File: src/rtl/ysyx_24080006_lsq.sv
// In-order load/store request queue in front of the LSU: a circular buffer with
// wrap-bit pointers, a one-cycle push-to-head latency and a flush that drops every queued op.
module ysyx_24080006_lsq #(
    parameter int DEPTH = 4,
    parameter int IDX_W = 4
) (
    input  logic                     clock,
    input  logic                     reset,
    input  logic                     flush,
    input  logic                     in_valid,
    output logic                     in_ready,
    input  logic [31:0]              in_addr,
    input  logic [1:0]               in_size,
    input  logic                     in_sext,
    input  logic                     in_write,
    input  logic [31:0]              in_wdata,
    input  logic [IDX_W-1:0]         in_idx,
    output logic                     out_valid,
    input  logic                     out_ready,
    output logic [31:0]              out_addr,
    output logic [1:0]               out_size,
    output logic                     out_sext,
    output logic                     out_write,
    output logic [31:0]              out_wdata,
    output logic [IDX_W-1:0]         out_idx,
    output logic [$clog2(DEPTH):0]   count
);

    localparam int AW    = $clog2(DEPTH);
    localparam int PTR_W = AW + 1;

    logic [PTR_W-1:0] wr_ptr;
    logic [PTR_W-1:0] rd_ptr;
    logic             empty;
    logic             full;
    logic             push;
    logic             pop;

    logic [31:0]      addr_mem  [DEPTH];
    logic [1:0]       size_mem  [DEPTH];
    logic             sext_mem  [DEPTH];
    logic             write_mem [DEPTH];
    logic [31:0]      wdata_mem [DEPTH];
    logic [IDX_W-1:0] idx_mem   [DEPTH];

    // in_ready is a pure function of the pointers, so a same-cycle pop never
    // opens a slot for a push when the queue is full.
    assign empty     = (wr_ptr == rd_ptr);
    assign full      = (wr_ptr[AW-1:0] == rd_ptr[AW-1:0]) && (wr_ptr[AW] != rd_ptr[AW]);
    assign in_ready  = !full;
    assign out_valid = !empty;
    assign push      = in_valid & in_ready;
    assign pop       = out_valid & out_ready;
    assign count     = wr_ptr - rd_ptr;

    always_ff @(posedge clock) begin
        if (!reset) begin
            wr_ptr <= '0;
            rd_ptr <= '0;
        end else if (flush) begin
            wr_ptr <= '0;
            rd_ptr <= '0;
        end else begin
            if (push) wr_ptr <= wr_ptr + PTR_W'(1);
            if (pop)  rd_ptr <= rd_ptr + PTR_W'(1);
        end
    end

    // Payload storage is never reset; it is only observed through a non-empty head.
    always_ff @(posedge clock) begin
        if (push) begin
            addr_mem[wr_ptr[AW-1:0]]  <= in_addr;
            size_mem[wr_ptr[AW-1:0]]  <= in_size;
            sext_mem[wr_ptr[AW-1:0]]  <= in_sext;
            write_mem[wr_ptr[AW-1:0]] <= in_write;
            wdata_mem[wr_ptr[AW-1:0]] <= in_wdata;
            idx_mem[wr_ptr[AW-1:0]]   <= in_idx;
        end
    end

    assign out_addr  = addr_mem[rd_ptr[AW-1:0]];
    assign out_size  = size_mem[rd_ptr[AW-1:0]];
    assign out_sext  = sext_mem[rd_ptr[AW-1:0]];
    assign out_write = write_mem[rd_ptr[AW-1:0]];
    assign out_wdata = wdata_mem[rd_ptr[AW-1:0]];
    assign out_idx   = idx_mem[rd_ptr[AW-1:0]];

endmodule

File: config.mk
export PLATFORM = sky130hd
export DESIGN_NAME = ysyx_24080006_lsq
export DESIGN_NICKNAME = d
export VERILOG_FILES = /design/src/rtl/ysyx_24080006_lsq.sv
export SDC_FILE = /design/constraint.sdc
export NUM_CORES = 1
export LEC_CHECK = 0
export CAP_MARGIN = 20
export CORE_MARGIN = 4
export CORE_UTILIZATION = 50
export CTS_BUF_LIST = sky130_fd_sc_hd__clkbuf_8
export DETAILED_ROUTE_END_ITERATION = 10
export DONT_BUFFER_PORTS = 1
export PLACE_DENSITY = 0.65
export SYNTH_ARGS = -nofsm -noshare
export SYNTH_HDL_FRONTEND = slang
export SYNTH_SLANG_ARGS = --single-unit
File: constraint.sdc
create_clock -name clock -period 4.9 [get_ports clock]
set_input_delay 0.98 -clock clock [delete_from_list [all_inputs] [get_ports clock]]
set_output_delay 0.98 -clock clock [all_outputs]
set_load 0.02 [all_outputs]
==> results of run 1 <==
==> placed cells by master, fill, tap and decap left out <==
master      count
clkbuf_8       49
dfxtp_4         2
inv_6           1
xor2_1          1
o311ai_2        1
inv_1          26
and2b_2         1
o21a_1          1
and2_4          4
mux2i_1         2
clkinv_2        1
o31ai_2         1
nand2b_1        2
clkinv_1        7
nand3_2         1
dfxtp_1         6
nor2b_1         2
o21a_2          1
clkinvlp_4      1
edfxtp_1      288
mux4_2         72
fa_1            1
o311ai_1        1
buf_12          2
xnor2_1         2
buf_16          3
nand2_1         3
bufinv_16       1
a211o_1         2
nand3_1         1
ha_1            7
o2111ai_1       5
o21ai_1         1
o31ai_1         1
==> cells in the mapped netlist <==
| master | instances | share of area [%] |
|---|---|---|
| xor2_1 | 1 | 0.080 |
| ha_1 | 7 | 0.80 |
| nor2b_1 | 2 | 0.11 |
| buf_1 | 1 | 0.034 |
| nand3_2 | 1 | 0.091 |
| mux2i_1 | 2 | 0.18 |
| and2b_2 | 1 | 0.080 |
| inv_1 | 7 | 0.24 |
| dfxtp_1 | 8 | 1.5 |
| o31ai_2 | 1 | 0.11 |
| nand2_1 | 3 | 0.10 |
| edfxtp_1 | 288 | 79 |
| xnor2_1 | 2 | 0.16 |
| o31ai_1 | 1 | 0.069 |
| mux4_2 | 72 | 15 |
| o311ai_1 | 1 | 0.080 |
| o21a_1 | 1 | 0.069 |
| and2_1 | 4 | 0.23 |
| o21ai_1 | 1 | 0.046 |
| o2111ai_1 | 5 | 0.40 |
| fa_1 | 1 | 0.18 |
| a211o_1 | 2 | 0.16 |
| clkbuf_1 | 7 | 0.24 |
| o311ai_2 | 1 | 0.15 |
| o21a_2 | 1 | 0.080 |
| buf_6 | 7 | 0.72 |
| nand3_1 | 1 | 0.046 |
| nand2b_1 | 2 | 0.11 |
| buf_2 | 2 | 0.091 |
==> power groups by stage <==
stage / registers (mW) / clock network, mW / logic [mW]
5_1_grt: 2.87 / 2.02 / 0.204
3_5_place_dp: 2.92 / 0 / 0.190
6_report: 2.87 / 1.83 / 0.193
3_3_place_gp: 2.92 / 0 / 0.189
4_1_cts: 2.87 / 1.88 / 0.192
2_1_floorplan: 2.91 / 0 / 0.162
==> worst min-delay path by stage <==
| stage | start | endpoint | slack, ns | cells after the start |
|---|---|---|---|---|
| after floorplan | wr_ptr[0] | wr_ptr[0] | 0.46 | 2 |
| after global placement | wr_ptr[0] | wr_ptr[0] | 0.49 | 2 |
| after detailed placement | wr_ptr[0] | wr_ptr[0] | 0.49 | 2 |
| after CTS | in_wdata[19] | wdata_mem[0][19] | 0.49 | 0 |
| after global routing | in_size[0] | size_mem[0][0] | 0.48 | 0 |
| final | wr_ptr[0] | wr_ptr[0] | 0.51 | 2 |
==> cell families (layout without fill, tap and decap cells) <==
kind of cell	count (synthesis)	in the layout
AO/OA/AOI/OAI	14	14
XOR/XNOR	3	3
multiplexers	74	74
adder cells (fa/ha/maj)	8	8
AND/OR/NAND/NOR	14	14
buffers and inverters	24	91
flip-flops	296	296
==> sequential cells by signal, indices dropped and copies added (netlist names), named ones only <==
| name | count |
|---|---|
| sext_mem | 4 |
| addr_mem | 128 |
| write_mem | 4 |
| size_mem | 8 |
| rd_ptr | 3 |
| wdata_mem | 128 |
| wr_ptr | 3 |
| idx_mem | 16 |
==> metrics by stage <==
| stage | util (%) | instances | cell area (µm²) | hold slack, ns | setup slack (ns) |
|---|---|---|---|---|---|
| 2_1_floorplan | - | 433 | 10900 | 0.462 | 1.62 |
| 3_3_place_gp | 52.6 | 692 | 11200 | 0.487 | 1.84 |
| 3_5_place_dp | 52.6 | 692 | 11200 | 0.495 | 1.83 |
| 4_1_cts | 56.5 | 771 | 12000 | 0.492 | 1.22 |
| 5_1_grt | 57.0 | 775 | 12100 | 0.482 | 1.12 |
| 6_report | 57.0 | 775 | 12100 | 0.513 | 1.35 |
==> layer usage <==
layer | share of wire [%] | vias to the layer above | track usage, %
met5 | 0 | - | 0
met1 | 38 | 2372 | 18.9
li1 | - | 1933 | -
met4 | 1.7 | 0 | 5.00
met3 | 11 | 34 | 7.66
met2 | 49 | 169 | 25.1
==> worst register-to-register path: cells and delay by family, from the launching register on <==
kind	cells	cell delay, ns
buffers and inverters	2	0.43
DFF	1	0.38
adders and majority gates	1	0.36
and+or+nand+nor	2	0.72
AOI/OAI and AO/OA	1	0.23
==> layout make-up <==
type,count,share of cell area [%]
inverters,7,0.217
multi-input cells,113,16.5
repair buffers,5,1.01
clock inverters,30,1.23
well taps,275,2.84
flip-flops and latches,296,72.7
clock buffers,49,5.56
==> results.ini, run 1 <==
[run_status]
status = completed

[clock_network]
clkLatencyLatePin_ns = 0.54
cts.htree.levels = 2
cts_buffers = 47
cts_sinks = 296
cts_buffer_depth = 3
cts_resized = 0
cts-root-buf = clkbuf_8
clk_pin_slew_worst_paths_ns = 0.07
cts_setup_buffers = 0
ctsHoldBuffers = 0
cts_tree = done

[cells_and_area]
fillers = 1528
area_growth_pct = 10.9
layout.nets = 555
drive_above_1_share_pct = 28.2
seq_area_um2 = 8820
insertedDiodeCount = 0
multi_input_area_um2 = 2000

[detailed_routing]
route.detailed.drc = 0
drt-total-wl_um = 18700
vias = 4508
wl_per_cell_um = 24.2
first_iter_violations = 208
dr.pass1.iters = 5
avgViaCountPerCell = 5.82
ant_nets = 0

[critical_path]
crit_cells = 2
r2r-start = wr_ptr[0]
startpoint_type = flip-flop
cp_data_arrival_time_ns = 2.57
r2r_end = wdata_mem[3][30]
critPathBufInv = 1
timing_worst_setup_path_type = flip-flop to primary output
critPathMaxStageDelay_ns = 1.02
worstSetupEndpointType = primary output
slowest_stage = dfxtp_4
crit_end = out_addr[29]
r2r_cells = 6
r2r_slack_ns = 2.40
worstPathMaxFanout = 47
path_cells = buf_12, mux4_2
cp.required_ns = 3.92
crit_family = flip-flops

[die]
die_area_um2 = 24300
io_pins = 154
die_h_um = 156
initial_core_util_pct = 51.4
die_x_um = 156
rows = 53
core_um2 = 21300

[yosys]
synth_compound_area_share_pct = 1.17
syn_avg_cell_area_um2 = 25.3
synth_fa_ha_area_share_pct = 0.983
netlist_instances = 433
synth_top_family_by_area = multiplexers
synth_cell_types = 29
yosysWarningCount = 0
synthMuxAreaShare_pct = 15.0
syn-cell-area_um2 = 10900
synth-seq-cells = 296
synthXorXnorAreaFrac_pct = 0.240
synth_fp_nets = 518
synthSimpleGateAreaFrac_pct = 0.778
synth-seq-area-share_pct = 80.5

[timing]
grt_setup_unrepaired = no
setup_viol = 0
min_period_ns = 3.55
hold_viol_final = 0
maxClockFrequency_mhz = 282
worst_pin_slew_ns = 1.08
slew-limit-headroom_pct = 27.8
skew_ns = 0.0136
finalCritPeriodShare_pct = 72.5
fin_tns_setup_ns = 0
slew_violations = 0

[power_and_ir_drop]
p_total_mw = 4.89
power_density_nw_per_um2 = 403
leakage_nw = 3.79
seqPwrFrac_pct = 58.7
pwr-share-comb_pct = 4.0
clkPwrFrac_pct = 37.4
p_int_mw = 3.88
ir_drop_mv = 0.228
swShare_pct = 20.6
p_switching_mw = 1.01

[grt]
grt.overflow.total = 0
grt_max_degree = 73
antenna_found_initial = 0
grt_pass1_wl_um = 28800
grt_pass1_vias = 4966
grt_use_total_pct = 15.7

[flow_run]
maxCapViolations = 0

[hold_path]
hp-class = flip-flop to flip-flop

[place]
hpwl_um = 10400
globalplace.congestion = 0.759
port_buffers = 0

Note: power is estimated with default switching activity, not from simulation.
==> run 2, diff against run 1 <==
--- a/config.mk
+++ b/config.mk
@@ -5,6 +5,7 @@
 export SDC_FILE = /design/constraint.sdc
 export NUM_CORES = 1
 export LEC_CHECK = 0
+export ABC_AREA = 1
 export CAP_MARGIN = 20
 export CORE_MARGIN = 4
 export CORE_UTILIZATION = 50
==> constraint.sdc (replaced) <==
create_clock -name clock -period 3.3 [get_ports clock]
set_input_delay 0.66 -clock clock [delete_from_list [all_inputs] [get_ports clock]]
set_output_delay 0.66 -clock clock [all_outputs]
set_load 0.02 [all_outputs]
==> run 2 against run 1 <==
- power increased by 58%
- critical path depth grew 1
- sequential cell count unchanged
- sequential share of layout area is 4.2 points lower
- non-clock buffer count is 11 higher
- combinational power increased to 2.6 times the previous value
==> results.ini, run 2 <==
[cells_and_area]
mostFrequentLayoutCells = edfxtp_1 (288), o21ai_0 (134), nor2_1 (102), clkbuf_8 (52)
finalNonFillerCells = 1141
insertedDiodeCount = 0
area_growth_pct = 10.8
stdcell_area_um2 = 12900
mostFrequentLayoutCell = edfxtp_1
post-route-util_pct = 56.5
layout.nets = 875
drive_above_1_share_pct = 23.1

[place]
globalplace.congestion = 0.832
dp.cells = 1053
port_buffers = 0
pre_cts_ws_ns = 0.733
dpl_cell_area_um2 = 12000
hpwl_um = 13200

[detailed_routing]
vias = 6344
drt-total-wl_um = 23500
wl_per_cell_um = 20.6
ant_nets = 0
dr.pass1.iters = 4
avgViaCountPerCell = 5.56
first_iter_violations = 446
route.detailed.drc = 0

[grt]
grt.overflow.total = 0
grt_pass1_wl_um = 36200
grt_use_total_pct = 18.0
grt_max_degree = 145
antenna_found_initial = 0
grt_pass1_vias = 6552

[yosys]
synth-seq-area-share_pct = 75.8
syn_avg_cell_area_um2 = 15.1
synth_edf_count = 288
synthFlopType = edfxtp_1
synth_fp_nets = 855
yosysMostFrequentCell = edfxtp_1
synth_top_area_share_pct = 74.4
yosys.area.top_type = edfxtp_1
synth_cell_types = 25
netlist_instances = 770
yosysWarningCount = 0
synth_area_leaders = edfxtp_1 (74%), o21ai_0 (5.8%), o22ai_2 (5.4%)
synth-seq-cells = 296
synthArstFlopShare_pct = 0
ys_top_cells_by_count = edfxtp_1 (288), o21ai_0 (134), nor2_1 (105)
syn-cell-area_um2 = 11600

[timing]
grt_setup_unrepaired = no
worst_pin_slew_ns = 0.827
fin_ws_ns = 0.263
whs_ns = 0.208
min_period_ns = 3.04
setup_viol = 0
finalCritPeriodShare_pct = 92.0
slew_violations = 0
slew-limit-headroom_pct = 44.9
fin_tns_setup_ns = 0
hold_viol_final = 0
maxClockFrequency_mhz = 329
skew_ns = 0.0239

[clock_network]
cts_buffer_depth = 3
clkLatencyLatePin_ns = 0.54
cts_sinks = 296
clk_pin_slew_worst_paths_ns = 0.06
cts_buffers = 48
cts_resized = 0
cts.htree.levels = 2
ctsHoldBuffers = 0
cts_setup_buffers = 0
cts_tree = done
cts-root-buf = clkbuf_8

[run_status]
status = completed

[hold_path]
hp-class = input pin to flip-flop
min_from = in_addr[0]
hold_path_depth = 0
min_to = addr_mem[2][0]

[die]
initial_core_util_pct = 51.0
die_h_um = 160
rows = 55
io_pins = 154
die_x_um = 160
core_um2 = 22800
die_area_um2 = 25700

[critical_path]
worstPathMaxFanout = 72
startpoint_type = flip-flop
cp.required_ns = 2.64
r2r-start = wr_ptr[0]
worstSetupEndpointType = primary output
timing_worst_setup_path_type = flip-flop to primary output
r2r_slack_ns = 0.72
cp_data_arrival_time_ns = 2.38
r2r_end = addr_mem[1][5]
r2r_cells = 8

[power_and_ir_drop]
leakage_nw = 4.26
p_total_mw = 7.72
ir_drop_mv = 0.362
power_density_nw_per_um2 = 599

[flow_run]
maxCapViolations = 0

[run 2: worst max-delay path by stage]
stage | endpoint | slack [ns] | depth (start not counted)
2_1_floorplan | addr_mem[0][0] | -0.26 | 7
3_3_place_gp | addr_mem[1][4] | 0.81 | 8
3_5_place_dp | addr_mem[1][28] | 0.73 | 8
4_1_cts | out_wdata[24] | 0.20 | 3
5_1_grt | out_addr[31] | 0.07 | 3
6_report | out_wdata[24] | 0.26 | 3
[run 2: where the power goes]
part | internal, mW | switching [mW] | total (mW) | leakage [nW]
Combinational | 0.119 | 0.377 | 0.496 | 1.03
Clock | 1.61 | 1.34 | 2.95 | 0.515
Sequential | 4.24 | 0.0248 | 4.27 | 2.71
Total | 5.97 | 1.74 | 7.72 | 4.26
[run 2: per-layer routing]
layer  vias to the layer above  share of wire [%]  global-route usage (%)
li1                       2934                  -                       -
met1                      3149                 39                    21.0
met2                       218                 48                    29.7
met3                        43                 11                    8.42
met4                         0                2.2                    5.75
met5                         -                  0                       0
[run 2: logic make-up (layout without fill, tap and decap cells)]
| logic type | Yosys count | count (layout) | share of synthesized area [%] |
|---|---|---|---|
| compound gates | 225 | 225 | 13.2 |
| simple gates | 176 | 176 | 6.91 |
| fa+ha+maj | 8 | 8 | 0.926 |
| flops | 296 | 296 | 75.8 |
| xor+xnor | 1 | 1 | 0.0754 |
| buf+inv | 64 | 122 | 3.07 |
[run 2: cell type report]
class / count / area, µm²
Sequential cell: 296 / 8810
Inverter: 18 / 75.1
Clock buffer: 52 / 716
Multi-Input combinational cell: 410 / 2490
Tap cell: 313 / 392
Timing Repair Buffer: 16 / 183
Clock inverter: 36 / 210
Fill cell: 1761 / 9900
[run 2: worst max-delay path, stage by stage, from the launching register on]
cell	delay [ns]
dfxtp_2	0.35
buf_4	0.65
o21ai_0	0.23
o22ai_1	0.58
